<file path="src/rtl/ram_port_arbiter.sv">
// rtl/ram_port_arbiter.sv - two-requester arbiter for RAM port A with tagged read returns
module ram_port_arbiter #(
    parameter int ADDR_W     = 16,
    parameter int DATA_W     = 8,
    parameter int RD_LAT     = 1,
    parameter int FIXED_PRIO = 0
) (
    input  logic              clk,
    input  logic              aclr_n,
    input  logic              req0,
    input  logic              we0,
    input  logic [ADDR_W-1:0] addr0,
    input  logic [DATA_W-1:0] wdata0,
    output logic              gnt0,
    output logic              rvalid0,
    input  logic              req1,
    input  logic              we1,
    input  logic [ADDR_W-1:0] addr1,
    input  logic [DATA_W-1:0] wdata1,
    output logic              gnt1,
    output logic              rvalid1,
    output logic [DATA_W-1:0] rdata,
    output logic [ADDR_W-1:0] ram_addr,
    output logic [DATA_W-1:0] ram_data,
    output logic              ram_wren,
    input  logic [DATA_W-1:0] ram_q,
    output logic              busy
);

    // One stage per edge between accept and the edge that registers q_a.
    localparam int STAGES = RD_LAT + 1;

    // Round-robin pointer: 1 means requester 1 won the last accept.
    logic last_q, last_d;

    logic gnt0_c, gnt1_c;
    logic acc_c;
    logic acc_we_c;
    logic acc_id_c;
    logic [ADDR_W-1:0] acc_addr_c;
    logic [DATA_W-1:0] acc_data_c;

    logic [ADDR_W-1:0] ram_addr_q, ram_addr_d;
    logic [DATA_W-1:0] ram_data_q, ram_data_d;
    logic              ram_wren_q, ram_wren_d;

    // Read tag pipeline: stage 0 is loaded on the accept edge.
    logic [STAGES-1:0] tag_vld_q, tag_vld_d;
    logic [STAGES-1:0] tag_id_q,  tag_id_d;

    logic              rvalid0_q, rvalid0_d;
    logic              rvalid1_q, rvalid1_d;
    logic [DATA_W-1:0] rdata_q,   rdata_d;

    // Grant decision: single requester wins outright, ties go by pointer or fixed priority.
    always_comb begin
        gnt0_c = 1'b0;
        gnt1_c = 1'b0;
        if (req0 && req1) begin
            if ((FIXED_PRIO != 0) || last_q) begin
                gnt0_c = 1'b1;
            end else begin
                gnt1_c = 1'b1;
            end
        end else begin
            gnt0_c = req0;
            gnt1_c = req1;
        end
    end

    // Nothing is granted while reset is held, so no transfer can be claimed then.
    assign gnt0 = gnt0_c & aclr_n;
    assign gnt1 = gnt1_c & aclr_n;

    // Mux the winning requester's command onto the accept path.
    always_comb begin
        acc_c      = gnt0_c | gnt1_c;
        acc_id_c   = gnt1_c;
        acc_we_c   = we0;
        acc_addr_c = addr0;
        acc_data_c = wdata0;
        if (gnt1_c) begin
            acc_we_c   = we1;
            acc_addr_c = addr1;
            acc_data_c = wdata1;
        end
    end

    // Next-state for the RAM command registers and the arbitration pointer.
    always_comb begin
        ram_addr_d = ram_addr_q;
        ram_data_d = ram_data_q;
        ram_wren_d = 1'b0;
        last_d     = last_q;
        if (acc_c) begin
            ram_addr_d = acc_addr_c;
            ram_data_d = acc_data_c;
            ram_wren_d = acc_we_c;
            last_d     = acc_id_c;
        end
    end

    // Shift the read tags; only reads enter the pipeline, writes have no response.
    always_comb begin
        tag_vld_d = {tag_vld_q[STAGES-2:0], acc_c & ~acc_we_c};
        tag_id_d  = {tag_id_q[STAGES-2:0],  acc_id_c};
    end

    // Return path: the last tag stage says q_a is valid now and who owns it.
    always_comb begin
        rvalid0_d = tag_vld_q[RD_LAT] & ~tag_id_q[RD_LAT];
        rvalid1_d = tag_vld_q[RD_LAT] &  tag_id_q[RD_LAT];
        rdata_d   = rdata_q;
        if (tag_vld_q[RD_LAT]) begin
            rdata_d = ram_q;
        end
    end

    // State registers; reset drops in-flight reads and any write not yet committed.
    always_ff @(posedge clk or negedge aclr_n) begin
        if (!aclr_n) begin
            last_q     <= 1'b1;
            ram_addr_q <= '0;
            ram_data_q <= '0;
            ram_wren_q <= 1'b0;
            tag_vld_q  <= '0;
            tag_id_q   <= '0;
            rvalid0_q  <= 1'b0;
            rvalid1_q  <= 1'b0;
            rdata_q    <= '0;
        end else begin
            last_q     <= last_d;
            ram_addr_q <= ram_addr_d;
            ram_data_q <= ram_data_d;
            ram_wren_q <= ram_wren_d;
            tag_vld_q  <= tag_vld_d;
            tag_id_q   <= tag_id_d;
            rvalid0_q  <= rvalid0_d;
            rvalid1_q  <= rvalid1_d;
            rdata_q    <= rdata_d;
        end
    end

    assign ram_addr = ram_addr_q;
    assign ram_data = ram_data_q;
    assign ram_wren = ram_wren_q;
    assign rvalid0  = rvalid0_q;
    assign rvalid1  = rvalid1_q;
    assign rdata    = rdata_q;
    assign busy     = |tag_vld_q;

endmodule

</file>
<file path="config.mk">
export PLATFORM = sky130hd
export DESIGN_NAME = ram_port_arbiter
export DESIGN_NICKNAME = d
export VERILOG_FILES = /design/src/rtl/ram_port_arbiter.sv
export SDC_FILE = /design/constraint.sdc
export NUM_CORES = 1
export LEC_CHECK = 0
export BUFFER_PORTS_ARGS = -buffer_cell sky130_fd_sc_hd__buf_2
export CAP_MARGIN = 20
export CORE_ASPECT_RATIO = 1.75
export CORE_MARGIN = 4
export CORE_UTILIZATION = 35
export DETAILED_ROUTE_END_ITERATION = 10
export HOLD_SLACK_MARGIN = 0.02
export PLACE_DENSITY = 0.71
export RECOVER_POWER = 100
export SLEW_MARGIN = 40
export SYNTH_ARGS = -nofsm -noshare
export SYNTH_HDL_FRONTEND = slang
export SYNTH_SLANG_ARGS = --single-unit
</file>
<file path="constraint.sdc">
create_clock -name clk -period 1.35 [get_ports clk]
set_input_delay 0.2025 -clock clk [delete_from_list [all_inputs] [get_ports clk]]
set_output_delay 0.2025 -clock clk [all_outputs]
set_load 0.1 [all_outputs]
</file>
* Word level (Yosys, flattened, before mapping)
Index checks and enable logic that the tools add are counted.
Storage, ports and cells: bits in registers 40, input port bits 62, output and inout port bits 38
Operators by class: multiplexer cells 8, bitwise gates (word level) 8, reductions and logical operators 2
Operator list (count):
- $mux 16 | 1
- $mux 8 | 1
- $mux 1 | 6
- $and 1x1->1 | 5
- $not 1->1 | 2
- $reduce_or 2->1 | 1
- $logic_and 1x1->1 | 1
- $or 1x1->1 | 1

* Logic depth before layout (Yosys ltp)
Gate-level depths: netlist of the first run.
depth in word-level cells 5, gate-level depth with buffers 5, mapped depth without buffers 4

* Least setup slack after synthesis of the first run
OpenSTA, ideal clock, no wires.
kind reg-to-output, from register last_q, to output gnt0, data arrival time 2046 ps, data required time 1148 ps, setup slack -898 ps, stages on the path, launching flop included 4, buffers on the path 1, cell sequence dfstp_2 buf_4 o21ai_2 nor2_1
Between the ends: cells in the longest elaborated chain, start to end 3
RTL lines:
- from (decl) | RTL line 34 | logic last_q, last_d;
- from (signal assigned) | RTL line 132 | last_q <= last_d;
- $mux 1 | RTL line 60 | if ((FIXED_PRIO != 0) || last_q) begin
- $mux 1 | RTL line 59 | if (req0 && req1) begin
- $and 1x1->1 | RTL line 72 | assign gnt0 = gnt0_c & aclr_n;
- to (decl) | RTL line 14 | output logic gnt0,
Every way passes these cells.

* Worst setup path after layout of the first run
Same ends and word-level chain as after synthesis.

==> qor.csv, run 1 <==
stage,metric,value,unit
grt,largest net degree at the start of global routing,41,
synthesis,Syn Nets,238,
detailed_routing,Residual DRC,0,
timing,Final Max Slew Viols,0,
synthesis,Post-Syn Area,1960,sq um
layout,Final nets,346,
synthesis,synth cell count leaders,"dfrtp_1 (39), a31oi_1 (24), and3_1 (24), mux2i_1 (24), o21ai_1 (19)",
worst_hold_path,HP Class,input port to asynchronous set/reset pin,
grt,initial antenna violation count,0,
layout,Post-Layout Cell Count,359,
clock_network,clock transition at the registers of the reported paths,0.08,ns
critical_path,RR Endpoint,ram_addr[7]$_DFFE_PN0P_,
clock_network,CTS buffer count,5,
power_and_ir_drop,power density over cell area,1540,nW/um^2
synthesis,Netlist cell types,24,
timing,final worst-path cycle share,1.07,
placed_design,placed cells,341,
die,IO Pins,100,
die,Std-Cell Rows,35,
grt,vias in the first global route,1787,
grt,first-pass GRT wire length,8420,um
synthesis,Synth top area share,0.498,
layout,share of layout cells above drive strength 1,0.533,
die,Initial Util,0.367,
layout,Area Overhead vs Synth,52.8,%
detailed_routing,vias post-DR,1795,
synthesis,YS warnings,0,
grt,grt ovf,0,
critical_path,R2R Path Start,last_q$_DFFE_PN1P_,
die,Core Area,5340,sq um
synthesis,"area leader, netlist",dfrtp_1,
detailed_routing,ANT nets after route,0,
synthesis,"count leader, synth",dfrtp_1,
detailed_routing,via/cell ratio,5.00,
detailed_routing,total routed wirelength,5690,um
synthesis,main flop type after synthesis,dfrtp_1,
timing,Worst Hold Slack,-0.00806,ns
synthesis,Avg Inst Size Synth,11.1,sq um
layout,number of diodes,0,
layout,post-route design area,2990,sq um
critical_path,CP arrival,1.24,ns
timing,Final TNS setup,-1.00,ns
synthesis,Syn Inst Count,176,
clock_network,CTS Hold Bufs,0,
placed_design,GPL Wtd Cong,0.740,
clock_network,Max Root-Sink Buffers,2,
critical_path,Reg2Reg Setup Slack,-0.07,ns
placed_design,placed cell area,2580,sq um
timing,unrepaired setup endpoints after global routing,yes,
timing,Final Hold Fails,9,
detailed_routing,first drt pass iteration count,4,
synthesis,sequential-to-total area share from yosys stat,0.512,
synthesis,ranking of synthesized cells by area,"dfrtp_1 (50%), mux2i_1 (12%), a31oi_1 (7.7%)",
clock_network,worst-skew pair later-pin latency,0.29,ns
timing,final setup violation count,25,
die,Die X,64.5,um
power_and_ir_drop,Leakage,0.00150,uW
timing,Slew headroom,0.640,
grt,Overall Global Routing Usage,0.157,
detailed_routing,initial DRC count,77,
timing,clk_skew,0.00601,ns
critical_path,"Max FO, Critical Path",3,
timing,min Tclk post-route,1.44,ns
clock_network,clk root buf,clkbuf_8,
critical_path,startpoint types,flop,
die,die height,107,um
critical_path,r2r worst-path depth,5,
placed_design,Port Buffers,99,
layout,final core utilization,0.560,
clock_network,htree depth,2,
critical_path,WS Path Type,flop to output port,
critical_path,Critical Path End Type,output port,
critical_path,WP data required,1.15,ns
synthesis,Synth Register Bits,40,
clock_network,CTS tree,built,
power_and_ir_drop,worst vdd ir,0.000749,V
timing,"Worst Setup Slack, final",-0.0898,ns
timing,worst slew pin tran,0.542,ns
status,failing checks,"hold timing, setup timing",
status,status,finished with violations,
synthesis,Async SR Flop Fraction,1.00,
timing,fmax,695,MHz
job,Max-Cap Viols,0,
clock_network,Clock Sinks,40,
die,die area,6900,sq um
detailed_routing,DR WL/cell,15.9,um
synthesis,number of flops mapped to enable cells by yosys,0,
placed_design,hpwl dp,3890,um
==> area by class of cell <==
class                   instances  area [sq um]
inverters                       4          15.0
multi-input cells             115          1000
flip-flops and latches         40          1000
clock buffers                   5          68.8
well taps                      74          92.6
repair buffers                118           766
clock inverters                 3          42.5
fillers                       498          2350
==> cell usage in the layout, fill, tap and decap left out, drive strengths merged <==
master    Yosys  routed
o21a          1       1
clkinvlp      0       1
inv           4       4
and3         24      24
a31oi        24      24
nand2         2       2
clkbuf        7      16
o22ai         1       1
bufinv        0       1
and2          1       1
mux2          8       8
mux2i        24      24
clkinv        0       1
o21ai        25      25
nor2          2       2
o2bb2ai       1       1
nor2b         1       1
dfrtp        39      39
dfstp         1       1
buf          10     107
or2           1       1
==> routing by layer <==
| layer | part of all wire | up-vias | track usage |
|---|---|---|---|
| li1 | - | 867 | - |
| met1 | 0.38 | 840 | 0.174 |
| met2 | 0.52 | 77 | 0.277 |
| met3 | 0.080 | 11 | 0.0451 |
| met4 | 0.023 | 0 | 0.0651 |
| met5 | 0 | - | 0 |
==> registers in the layout, indices dropped and copies added (netlist names) <==
register and cells:
ram_addr 16, last_q 1, rvalid1 1, rvalid0 1, tag_id_q 2, tag_vld_q 2, rdata 8, ram_wren 1
ram_data 8
==> worst max-delay path: stages, from the launching register on <==
cell,delay (ns)
dfstp_2,0.59
o21ai_4,0.07
nor2_4,0.10
buf_12,0.18
==> worst max-delay path by stage <==
stage / startpoint / to / slack [ns] / cells after the start
after floorplan: last_q$_DFFE_PN1P_ / gnt0 / -0.13 / 3
after CTS: last_q$_DFFE_PN1P_ / gnt1 / -0.11 / 4
after global routing: last_q$_DFFE_PN1P_ / gnt0 / -0.14 / 3
after detailed placement: last_q$_DFFE_PN1P_ / gnt1 / 0.08 / 4
after global placement: last_q$_DFFE_PN1P_ / gnt1 / 0.1 / 4
final: last_q$_DFFE_PN1P_ / gnt0 / -0.09 / 3
==> power breakdown <==
| group | internal, uW | switching [uW] |
|---|---|---|
| logic | 525 | 1630 |
| clock network | 547 | 436 |
| registers | 1370 | 84.8 |
==> timing repair <==
action	in CTS	in global routing
pin swaps	2	20
buffers inserted	4	4
cloned	0	3
resized for setup	6	25
endpoints found under the setup margin	3	19
==> per-stage QoR <==
stage / total power (uW) / hold WS (ns) / setup slack, ns
2_1_floorplan: 3040 / -0.0931 / -0.132
3_3_place_gp: 3440 / 0.333 / 0.0971
3_5_place_dp: 3460 / 0.341 / 0.0785
4_1_cts: 4480 / 0.0204 / -0.107
5_1_grt: 4780 / 0.0463 / -0.145
6_report: 4600 / -0.00806 / -0.0898
==> kinds of logic after synthesis <==
group	count (synthesis)	share of synthesized area
compound gates	52	0.154
flops	40	0.512
buf+inv	21	0.0677
simple gates	31	0.0978
mux	32	0.169
(Power assumes the default switching activity.)
==> run 2, diff against run 1 <==
==> constraint.sdc (replaced) <==
create_clock -name clk -period 1.35 [get_ports clk]
set_input_delay 0 -clock clk [delete_from_list [all_inputs] [get_ports clk]]
set_output_delay 0 -clock clk [all_outputs]
set_load 0.1 [all_outputs]
==> qor.csv, run 2 (synthesized netlist as in run 1, its figures left out) <==
stage,metric,value,unit,change
detailed_routing,Residual DRC,0,,unchanged
grt,initial antenna violation count,0,,unchanged
layout,share of layout cells above drive strength 1,0.458,,-0.0751
power_and_ir_drop,power density over cell area,1360,nW/um^2,-12%
layout,Register Area,1000,sq um,+0.12%
grt,grt ovf,0,,unchanged
timing,Final Max Slew Viols,0,,unchanged
power_and_ir_drop,worst vdd ir,0.000658,V,-12%
layout,number of diodes,0,,unchanged
clock_network,worst-skew pair later-pin latency,0.30,ns,about the same
critical_path,R2R Path Start,last_q$_DFFE_PN1P_,,
timing,final setup violation count,9,,-64%
timing,min Tclk post-route,1.41,ns,-0.0280 ns
layout,most frequent cells in the layout,"buf_2 (61), dlygate4sd3_1 (55), dfrtp_1 (38), clkbuf_2 (35), mux2i_1 (24)",,
status,failing checks,setup timing,,
job,Max-Cap Viols,0,,unchanged
timing,Worst Hold Slack,0.0161,ns,+0.0242 ns
grt,first-pass GRT wire length,10900,um,+29%
detailed_routing,ANT nets after route,0,,unchanged
timing,Final Hold Fails,0,,-9
critical_path,CP arrival,1.41,ns,+0.17 ns
critical_path,WP data required,1.35,ns,+0.20 ns
critical_path,Reg2Reg Setup Slack,-0.02,ns,+0.05 ns
die,die height,107,um,unchanged
timing,worst slew pin tran,0.562,ns,+0.0208 ns
detailed_routing,total routed wirelength,7370,um,+30%
placed_design,GPL Wtd Cong,0.780,,+5.4%
critical_path,CP max stage delay,0.62,ns,+0.03 ns
placed_design,placed cells,338,,-0.88%
placed_design,hpwl dp,3870,um,-0.58%
timing,final worst-path cycle share,1.05,,-0.0208
die,IO Pins,100,,unchanged
layout,Largest register FFs,16,,unchanged
critical_path,Critical Path Start,last_q$_DFFE_PN1P_,,
critical_path,CP max-delay cell,dfstp_2,,
timing,Final TNS setup,-0.192,ns,+0.809 ns
die,die area,6900,sq um,unchanged
clock_network,Max Root-Sink Buffers,2,,unchanged
die,Initial Util,0.367,,unchanged
clock_network,clk root buf,clkbuf_8,,
clock_network,CTS buffer count,5,,unchanged
layout,Area Overhead vs Synth,81.5,%,
placed_design,Port Buffers,99,,unchanged
critical_path,CP Depth,5,,+2
layout,Post-Layout Cell Count,421,,+17%
worst_hold_path,HP Class,input port to flop,,
critical_path,"Max FO, Critical Path",5,,+2
detailed_routing,via/cell ratio,5.12,,+2.3%
placed_design,pre-CTS WS,-0.00187,ns,-0.0804 ns
critical_path,critical path's top delay family,flip-flops,,
grt,vias in the first global route,2218,,+24%
clock_network,htree depth,2,,unchanged
critical_path,r2r worst-path depth,5,,unchanged
die,Die X,64.5,um,unchanged
critical_path,WS Path Type,flop to output port,,
detailed_routing,first drt pass iteration count,4,,unchanged
grt,Overall Global Routing Usage,0.205,,+0.0482
critical_path,startpoint types,flop,,
power_and_ir_drop,Leakage,0.00175,uW,+16%
critical_path,critical-path cell list,"buf_12, nand2_8, nand2_8, nor2_4, buf_12",,
layout,Final nets,408,,+18%
timing,unrepaired setup endpoints after global routing,yes,,
clock_network,CTS tree,built,,
grt,largest net degree at the start of global routing,41,,unchanged
placed_design,placed cell area,2560,sq um,-0.87%
layout,"commonest non-fill, non-tap cell in the layout",buf_2,,
timing,Slew headroom,0.627,,-0.0138
die,Core Area,5340,sq um,unchanged
critical_path,Worst Setup EP,gnt1,,
critical_path,Critical Path End Type,output port,,
clock_network,clock transition at the registers of the reported paths,0.08,ns,about the same
detailed_routing,vias post-DR,2154,,+20%
layout,fillcell total,385,,-23%
layout,post-route design area,3550,sq um,+19%
die,Std-Cell Rows,35,,unchanged
timing,clk_skew,0.00940,ns,+0.00338 ns
detailed_routing,initial DRC count,107,,+39%
critical_path,Critical path buffers and inverters,2,,+1
critical_path,RR Endpoint,ram_addr[13]$_DFFE_PN0P_,,
timing,"Worst Setup Slack, final",-0.0618,ns,+0.0280 ns
status,status,finished with violations,,
timing,fmax,708,MHz,+2.0%
layout,Multi-input gate area,1010,sq um,+0.50%
detailed_routing,DR WL/cell,17.5,um,+10%
clock_network,Clock Sinks,40,,unchanged
[run 2: changes by cell type in the layout (fill, tap and decap cells not counted), moves of 2 or more]
cell,change
buf_4,+4
buf_6,+2
a31oi_2,+3
buf_2,-29
clkbuf_16,-3
a31oi_1,+3
a31oi_4,-6
clkbuf_2,+28
o21ai_0,+2
nand2_8,+4
o21ai_1,-3
dlygate4sd3_1,+55
clkinv_4,+2
[run 2: layout make-up]
type | count | share of cell area
Sequential cell | 40 | 0.282
Clock buffer | 5 | 0.0194
Tap cell | 74 | 0.0261
Timing Repair Buffer | 177 | 0.370
Inverter | 4 | 0.00423
Multi-Input combinational cell | 118 | 0.284
Clock inverter | 3 | 0.0134
[run 2: worst reg2reg max path, cell delays in order, from the launching register on]
cell	delay, ns
dfstp_2	0.62
buf_6	0.13
buf_8	0.12
nand2_8	0.09
a31oi_2	0.21
o21ai_1	0.09
[run 2: worst min path at each step]
stage / start / to / slack [ns] / cells past startpoint
finish: addr0[3] / ram_addr[3]$_DFFE_PN0P_ / 0.02 / 3
global route: addr0[1] / ram_addr[1]$_DFFE_PN0P_ / 0.03 / 3
CTS: addr0[3] / ram_addr[3]$_DFFE_PN0P_ / 0.02 / 3
detailed placement: aclr_n / ram_addr[7]$_DFFE_PN0P_ / 0.16 / 2
global placement: aclr_n / ram_addr[7]$_DFFE_PN0P_ / 0.17 / 2
floorplan: aclr_n / ram_addr[0]$_DFFE_PN0P_ / -0.30 / 0
[run 2: metrics by stage]
step	util	total power [uW]
global placement	0.479	3420
finish	0.665	4830
detailed placement	0.479	3440
CTS	0.621	4640
floorplan	-	3040
global route	0.665	5000
[run 2: per-layer routing]
metal,GRT usage,share of wire,vias to the layer above
met5,0,0,-
met4,0.107,0.034,0
met3,0.0388,0.054,19
met2,0.382,0.55,101
met1,0.212,0.36,1037
li1,-,-,997
[run 2: power breakdown]
group / leakage (uW) / switching, uW / internal [uW]
clock: 0.0000583 / 450 / 557
combinational: 0.00121 / 1700 / 632
sequential: 0.000475 / 115 / 1370
[run 2: timing repair]
item | CTS | global route
endpoints found under the hold margin | 73 | 0
resized for setup | 6 | 21
hold buffers | 55 | 0
pin swaps | 3 | 10
endpoints found under the setup margin | 4 | 18
gates cloned | 1 | 2
buffers inserted | 7 | 11
